==> src/rtl/cpu_sequencer.sv <==
// cpu_sequencer: multi-cycle fetch/decode/execute controller for the 8-bit CPU.
// Owns pc, ir, acc and operand registers, drives the external ALU and runs a
// shared memory through a ready handshake.
// Optional feature macro: SEQ_RESUME_EN. When it is defined, resume_i leaves HALT.
// When it is undefined, HALT is left only by reset.
//
// state    | meaning
// ---------+----------------------------------------------------------
// S_IDLE   | after reset, no strobes, goes straight to fetch
// S_FETCH  | read instruction at pc, load ir and bump pc on ready
// S_DECODE | dispatch on opcode; SKZ and JMP finish here
// S_OPREAD | read operand at ir address into opnd on ready
// S_EXEC   | latch ALU result into acc
// S_STORE  | write acc to ir address, done on ready
// S_HALT   | frozen, halted_o high

module cpu_sequencer #(
    parameter int ADDR_W = 5,
    parameter int DATA_W = 8
) (
    input  logic              clk_i,
    input  logic              rst_n_i,
    output logic [ADDR_W-1:0] mem_addr_o,
    output logic              mem_rd_o,
    output logic              mem_wr_o,
    output logic [DATA_W-1:0] mem_wdata_o,
    input  logic [DATA_W-1:0] mem_rdata_i,
    input  logic              mem_ready_i,
    output logic [DATA_W-1:0] alu_rs1_o,
    output logic [DATA_W-1:0] alu_rs2_o,
    output logic [2:0]        alu_opcode_o,
    input  logic [DATA_W-1:0] alu_rd_i,
    input  logic              alu_is_zero_i,
    input  logic              resume_i,
    output logic              halted_o,
    output logic [ADDR_W-1:0] pc_o
);

    typedef enum logic [2:0] {
        S_IDLE   = 3'd0,
        S_FETCH  = 3'd1,
        S_DECODE = 3'd2,
        S_OPREAD = 3'd3,
        S_EXEC   = 3'd4,
        S_STORE  = 3'd5,
        S_HALT   = 3'd6
    } state_e;

    localparam logic [2:0] OP_HLT = 3'd0;
    localparam logic [2:0] OP_SKZ = 3'd1;
    localparam logic [2:0] OP_ADD = 3'd2;
    localparam logic [2:0] OP_AND = 3'd3;
    localparam logic [2:0] OP_XOR = 3'd4;
    localparam logic [2:0] OP_LDA = 3'd5;
    localparam logic [2:0] OP_STO = 3'd6;
    localparam logic [2:0] OP_JMP = 3'd7;

    state_e            state_q, state_d;
    logic [ADDR_W-1:0] pc_q, pc_d;
    logic [DATA_W-1:0] ir_q, ir_d;
    logic [DATA_W-1:0] acc_q, acc_d;
    logic [DATA_W-1:0] opnd_q, opnd_d;

    logic [2:0]        ir_op;
    logic [ADDR_W-1:0] ir_addr;
    logic              leave_halt;

    assign ir_op   = ir_q[DATA_W-1 -: 3];
    assign ir_addr = ir_q[ADDR_W-1:0];

`ifdef SEQ_RESUME_EN
    assign leave_halt = resume_i;
`else
    // resume has no effect in this build; keep the port for a uniform pinout
    logic unused_resume;
    assign unused_resume = resume_i;
    assign leave_halt    = 1'b0;
`endif

    // State and datapath registers; reset discards any in-flight access
    always_ff @(posedge clk_i or negedge rst_n_i) begin
        if (!rst_n_i) begin
            state_q <= S_IDLE;
            pc_q    <= '0;
            ir_q    <= '0;
            acc_q   <= '0;
            opnd_q  <= '0;
        end else begin
            state_q <= state_d;
            pc_q    <= pc_d;
            ir_q    <= ir_d;
            acc_q   <= acc_d;
            opnd_q  <= opnd_d;
        end
    end

    // Next-state decode
    always_comb begin
        state_d = state_q;
        case (state_q)
            S_IDLE:   state_d = S_FETCH;
            S_FETCH:  if (mem_ready_i) state_d = S_DECODE;
            S_DECODE: begin
                case (ir_op)
                    OP_HLT:                         state_d = S_HALT;
                    OP_SKZ, OP_JMP:                 state_d = S_FETCH;
                    OP_ADD, OP_AND, OP_XOR, OP_LDA: state_d = S_OPREAD;
                    OP_STO:                         state_d = S_STORE;
                    default:                        state_d = S_HALT;
                endcase
            end
            S_OPREAD: if (mem_ready_i) state_d = S_EXEC;
            S_EXEC:   state_d = S_FETCH;
            S_STORE:  if (mem_ready_i) state_d = S_FETCH;
            S_HALT:   if (leave_halt) state_d = S_FETCH;
            default:  state_d = S_IDLE;
        endcase
    end

    // Datapath register updates; pc wraps naturally at 2^ADDR_W
    always_comb begin
        pc_d   = pc_q;
        ir_d   = ir_q;
        acc_d  = acc_q;
        opnd_d = opnd_q;
        case (state_q)
            S_FETCH: begin
                if (mem_ready_i) begin
                    ir_d = mem_rdata_i;
                    pc_d = pc_q + ADDR_W'(1);
                end
            end
            S_DECODE: begin
                if (ir_op == OP_SKZ && alu_is_zero_i) pc_d = pc_q + ADDR_W'(1);
                if (ir_op == OP_JMP)                  pc_d = ir_addr;
            end
            S_OPREAD: if (mem_ready_i) opnd_d = mem_rdata_i;
            S_EXEC:   acc_d = alu_rd_i;
            default: ;
        endcase
    end

    // Output decode; strobes come from state only so rd and wr are exclusive
    always_comb begin
        mem_rd_o   = 1'b0;
        mem_wr_o   = 1'b0;
        mem_addr_o = '0;
        halted_o   = 1'b0;
        case (state_q)
            S_FETCH: begin
                mem_rd_o   = 1'b1;
                mem_addr_o = pc_q;
            end
            S_OPREAD: begin
                mem_rd_o   = 1'b1;
                mem_addr_o = ir_addr;
            end
            S_STORE: begin
                mem_wr_o   = 1'b1;
                mem_addr_o = ir_addr;
            end
            S_HALT: halted_o = 1'b1;
            default: ;
        endcase
    end

    assign mem_wdata_o  = acc_q;
    assign alu_rs1_o    = acc_q;
    assign alu_rs2_o    = opnd_q;
    assign alu_opcode_o = ir_op;
    assign pc_o         = pc_q;

endmodule

==> config.mk <==
export PLATFORM = sky130hd
export DESIGN_NAME = cpu_sequencer
export DESIGN_NICKNAME = d
export VERILOG_FILES = /design/src/rtl/cpu_sequencer.sv
export SDC_FILE = /design/constraint.sdc
export NUM_CORES = 1
export LEC_CHECK = 0
export BUFFER_PORTS_ARGS = -buffer_cell sky130_fd_sc_hd__buf_2
export CAP_MARGIN = 10
export CORE_MARGIN = 2
export CORE_UTILIZATION = 41
export CTS_CLUSTER_DIAMETER = 120
export DETAILED_ROUTE_END_ITERATION = 6
export PLACE_DENSITY = 0.75
export SYNTH_ARGS = -nofsm -noshare
export SYNTH_HDL_FRONTEND = slang
export SYNTH_SLANG_ARGS = --single-unit
==> constraint.sdc <==
create_clock -name clk_i -period 4.5 [get_ports clk_i]
set_clock_uncertainty 0.1 [all_clocks]
set_input_delay 0.225 -clock clk_i [delete_from_list [all_inputs] [get_ports clk_i]]
set_output_delay 0.225 -clock clk_i [all_outputs]
set_load 0.1 [all_outputs]
Word-level counts from Yosys, hierarchy flattened. Memories as Yosys holds them, arrays and structs flattened. Index checks and enable logic that the tools add are counted.

Bits in registers: 32. Latch bits: 0. Memory bits (writable): 0. Bits in read-only memories: 24. Bits of input ports: 21. Output and inout bits: 40. Word-level logic and storage cells: 42. Memories: 1.

Memory list: (no name shown) (words 8, width 3, read ports 1, clocked after Yosys merged registers in 0, write ports 0, RTL line 104) `case (ir_op)`.

Add/subtract/negate cells: 1. $mul: 0. Div/mod/pow operators: 0. Magnitude comparators: 0. Eq/ne operators: 12. Shift operators: 0. Multiplexer cells: 12. Bitwise gates (word level): 1. Reduce and logical (&&, ||, !) cells: 10.

Operators by type and width (count): one-hot mux 5 bit (2 select lines) (2); one-hot mux 3 bit (6 select lines) (1); two-way mux 5 bit (3); == test 3 bit (second input constant) (4); two-way mux 3 bit (3); == test 3 x 1 -> 1 bit (second input constant) (2); == test 3 x 2 -> 1 bit (second input constant) (2); inequality test 2 bit (second input constant) (3); OR reduction 2 bit (3); adder 5 x 1 -> 5 bit (second input constant) (1); AND reduction 2 bit (2); AND reduction 4 bit (1); zero test 3 bit (1); two-way mux 1 bit (3); inequality test 3 bit (second input constant) (1); AND reduction 3 bit (1); nonzero test 2 bit (1); logical AND 1 bit (1); NOT 1 bit (1).

Longest topological paths before layout.
Depth after elaboration: 5. Depth in mapped cells: 6. Mapped depth without buffers: 5.

Worst setup path after synthesis. Ideal clock, no wire load.

Path kind: register to output. Start point: register state_q[1]. End point: output mem_wr_o. Arrival time: 2.933 ns. Setup slack: 1.242 ns. Stages on the path, launching flop included: 4. Path through: dfrtp_1 > buf_2 > buf_1 > nor3b_1.

Word-level cells in the longest chain between the ends: 2.

Ends and longest elaborated chain: from (decl) (RTL line 58) `state_e state_q, state_d;`; from (signal assigned) (RTL line 89) `state_q <= state_d;`; == test 3 bit (RTL line 149) `case (state_q)`; two-way mux 1 bit (RTL line 149); to (decl) (RTL line 25) `output logic mem_wr_o,`.

No other way between the ends.

Worst setup path in the final report.
Start point: register state_q[1]. End point: output mem_addr_o[3].

Word-level cells in the longest chain between the ends: 3. Elaborated cells between the ends (all ways): 5. Classes of those cells: eq/ne: 3; mux: 1; reduce/logical: 1.

Ends and longest elaborated chain: == test 3 x 2 -> 1 bit / == test 3 bit (equally long branches) (RTL line 149); OR reduction 2 bit (no line); one-hot mux 5 bit (2 select lines) (*) (RTL line 149); to (decl) (RTL line 23) `output logic [ADDR_W-1:0] mem_addr_o,`.

Mark *: on every way between the ends. The rest lies on a longest branch, timed or not.

==> impl_metrics.toml <==
[logic_synthesis]
yosys_warnings = 0
synth_area_leaders = "dfrtp_1 (48%), mux2_2 (16%), buf_4 (4.9%)"
postSynthAreaPerCell_um2 = 11.4
syn_area_um2 = 1670
synth_top_area_cell = "dfrtp_1"
synth_seq_cells = 32
synthDistinctLibCells = 40
synth_top_area_share = 0.480
syn_inst = 146
synth_nets = 168
synth_seq_area_share = 0.480

[grt]
grt_max_degree = 33
antenna_found_initial = 0
grtUsageTotal = 0.162
met3_usage = 0.0500
globalRouteOverflowTotal = 0
grt_use_met1 = 0.202
grt_pass1_wl_mm = 5.34
grt_pass1_vias = 1150
grt_busiest_layer = "met2"
met2_usage = 0.256

[floorplan]
core-area_um2 = 3970
rows = 23
start_util = 0.420
fp.dieW_um = 67.8
dieArea_um2 = 4600
die_y_um = 67.8
io_pins = 61

[clocking]
numClockSinks = 32
root_buffer = "clkbuf_8"
cts.htree.levels = 2
cts_tree = "yes"
clkTransAtPathRegs_ns = 0.06
post_cts_buffers = 0
cts_buffers = 5
clk_latency_ns = 0.28
clock_path_buffers = 2
cts_resized = 0

[routing]
wl_mm = 3.37
first_pass_iters = 4
wl_per_cell_um = 13.6
routed_via_density = 5.02
vias = 1245
final_antenna_net_count = 0
drt_iter0_markers = 62
drc = 0

[layout]
area_growth_pct = 20.8
antenna_cells = 0
drive_above_1_share = 0.510
layout.nets = 219

[min_path]
hold_start = "mem_rdata_i[4]"
min_delay_path_depth = 3
holdPathEnd = "ir_q[4]"
hold_class = "in -> reg"

[job]
cap_viol_max_count = 0

[place]
io_buffers = 59
place_congestion = 0.758
dp_hpwl_mm = 2.47

[critical_path]
path_class = "reg -> out"
required_ns = 4.18
crit_path_start_kind = "flip-flop"
cp_max_fo = 17
r2r_setup_slack_ns = 2.50
worstPathArrival_ns = 1.94
rr_endpoint = "pc_o[4]"
endpoint_kind = "output pin"
r2r_cells = 4
r2r_start = "state_q[2]"

[timing]
fmax_mhz = 442
slew_violations = 0
worstMarginPinSlew_ns = 0.713
tns_ns = 0
fin_crit_ns = 2.26
fin_crit_sh = 0.503
relSlewSlack = 0.524
hold_viol = 0
setup_viol = 0
rsz0062_at_grt = "no"

[outcome]
status = "complete, no violations"
[state kept, by name (all words and copies together), names as in the netlist]
signal / count
alu_rs2_o: 8
ir_q: 8
state_q: 3
alu_rs1_o: 8
pc_o: 5
[cells in the final DEF, fill, tap and decap left out, drive strengths merged, types with 3 or more instances in the layout]
master,instances
a21oi,9
and2,3
buf,59
clkbuf,6
dfrtp,32
mux2,25
mux2i,5
nand2,9
nand3,3
nor2,14
nor3b,4
o21ai,3
[routing by layer]
metal / up-vias / part of all wire
li1: 607 / -
met1: 603 / 0.42
met2: 31 / 0.52
met3: 4 / 0.047
met4: 0 / 0.013
met5: - / 0
[through the flow]
stage,hold WS (ns),instance area (um^2),worst slack (ns),util,cells
final,0.0533,2020,2.24,0.508,248
after global routing,0.0622,2020,2.09,0.508,248
after detailed placement,0.225,1910,2.49,0.482,239
after global placement,0.218,1910,2.52,0.482,239
after CTS,0.0507,2020,2.23,0.508,248
after floorplan,-0.171,1670,1.24,-,146
[cell type report]
class | instances | area [um^2]
clock buffers | 6 | 82.6
fillers | 380 | 1950
well taps | 50 | 62.6
clock inverters | 2 | 10.0
flip-flops and latches | 32 | 801
repair buffers | 60 | 305
multi-input cells | 96 | 748
inverters | 2 | 7.51
[synthesized netlist by cell type (all sizes together)]
master and count:
dfrtp 32, mux2 25, buf 16, nor2 14
a21oi 9, nand2 9, mux2i 5, nor3b 4
and2 3, nand3 3, o21ai 3, and4bb 2
inv 2, nor2b 2, o211ai 2, a31o 1
a31oi 1, a32oi 1, and3 1, ha 1
nand2b 1, nor4 1, o21a 1, o21ba 1
o22ai 1, o2bb2ai 1, o311ai 1, o32ai 1
or2 1, xor2 1
[worst max-delay path, cell delays in order (launching register included)]
cell,delay [ns]
dfrtp_1,0.67
nor2b_1,0.35
a21oi_1,0.12
nor2_1,0.08
buf_2,0.43
[what timing repair did]
item / 4_1_cts / 5_1_grt
endpoints found under the setup margin: 0 / 0
endpoints found under the hold margin: 32 / 0
hold buffers: 1 / 0
[logic make-up (layout without fill, tap and decap cells)]
| kind of cell | count (synthesis) | in the layout | synth area share |
|---|---|---|---|
| AO/OA/AOI/OAI | 23 | 23 | 0.0937 |
| XOR/XNOR | 1 | 1 | 0.00525 |
| adder cells (fa/ha/maj) | 1 | 1 | 0.00750 |
| buffers and inverters | 18 | 70 | 0.0720 |
| flip-flops | 32 | 32 | 0.480 |
| multiplexers | 30 | 30 | 0.203 |
| AND/OR/NAND/NOR | 41 | 41 | 0.139 |
[worst max-delay path by stage]
stage,from,to,slack [ns]
floorplan,state_q[1],mem_wr_o,1.24
global placement,state_q[1],mem_addr_o[0],2.52
detailed placement,state_q[2],alu_rs1_o[3],2.49
CTS,state_q[1],mem_addr_o[3],2.23
global route,state_q[1],mem_addr_o[3],2.09
finish,state_q[1],mem_addr_o[3],2.24
Power is not shown: default switching activity piles up to over one toggle a cycle in this logic, so the estimate is an artifact.
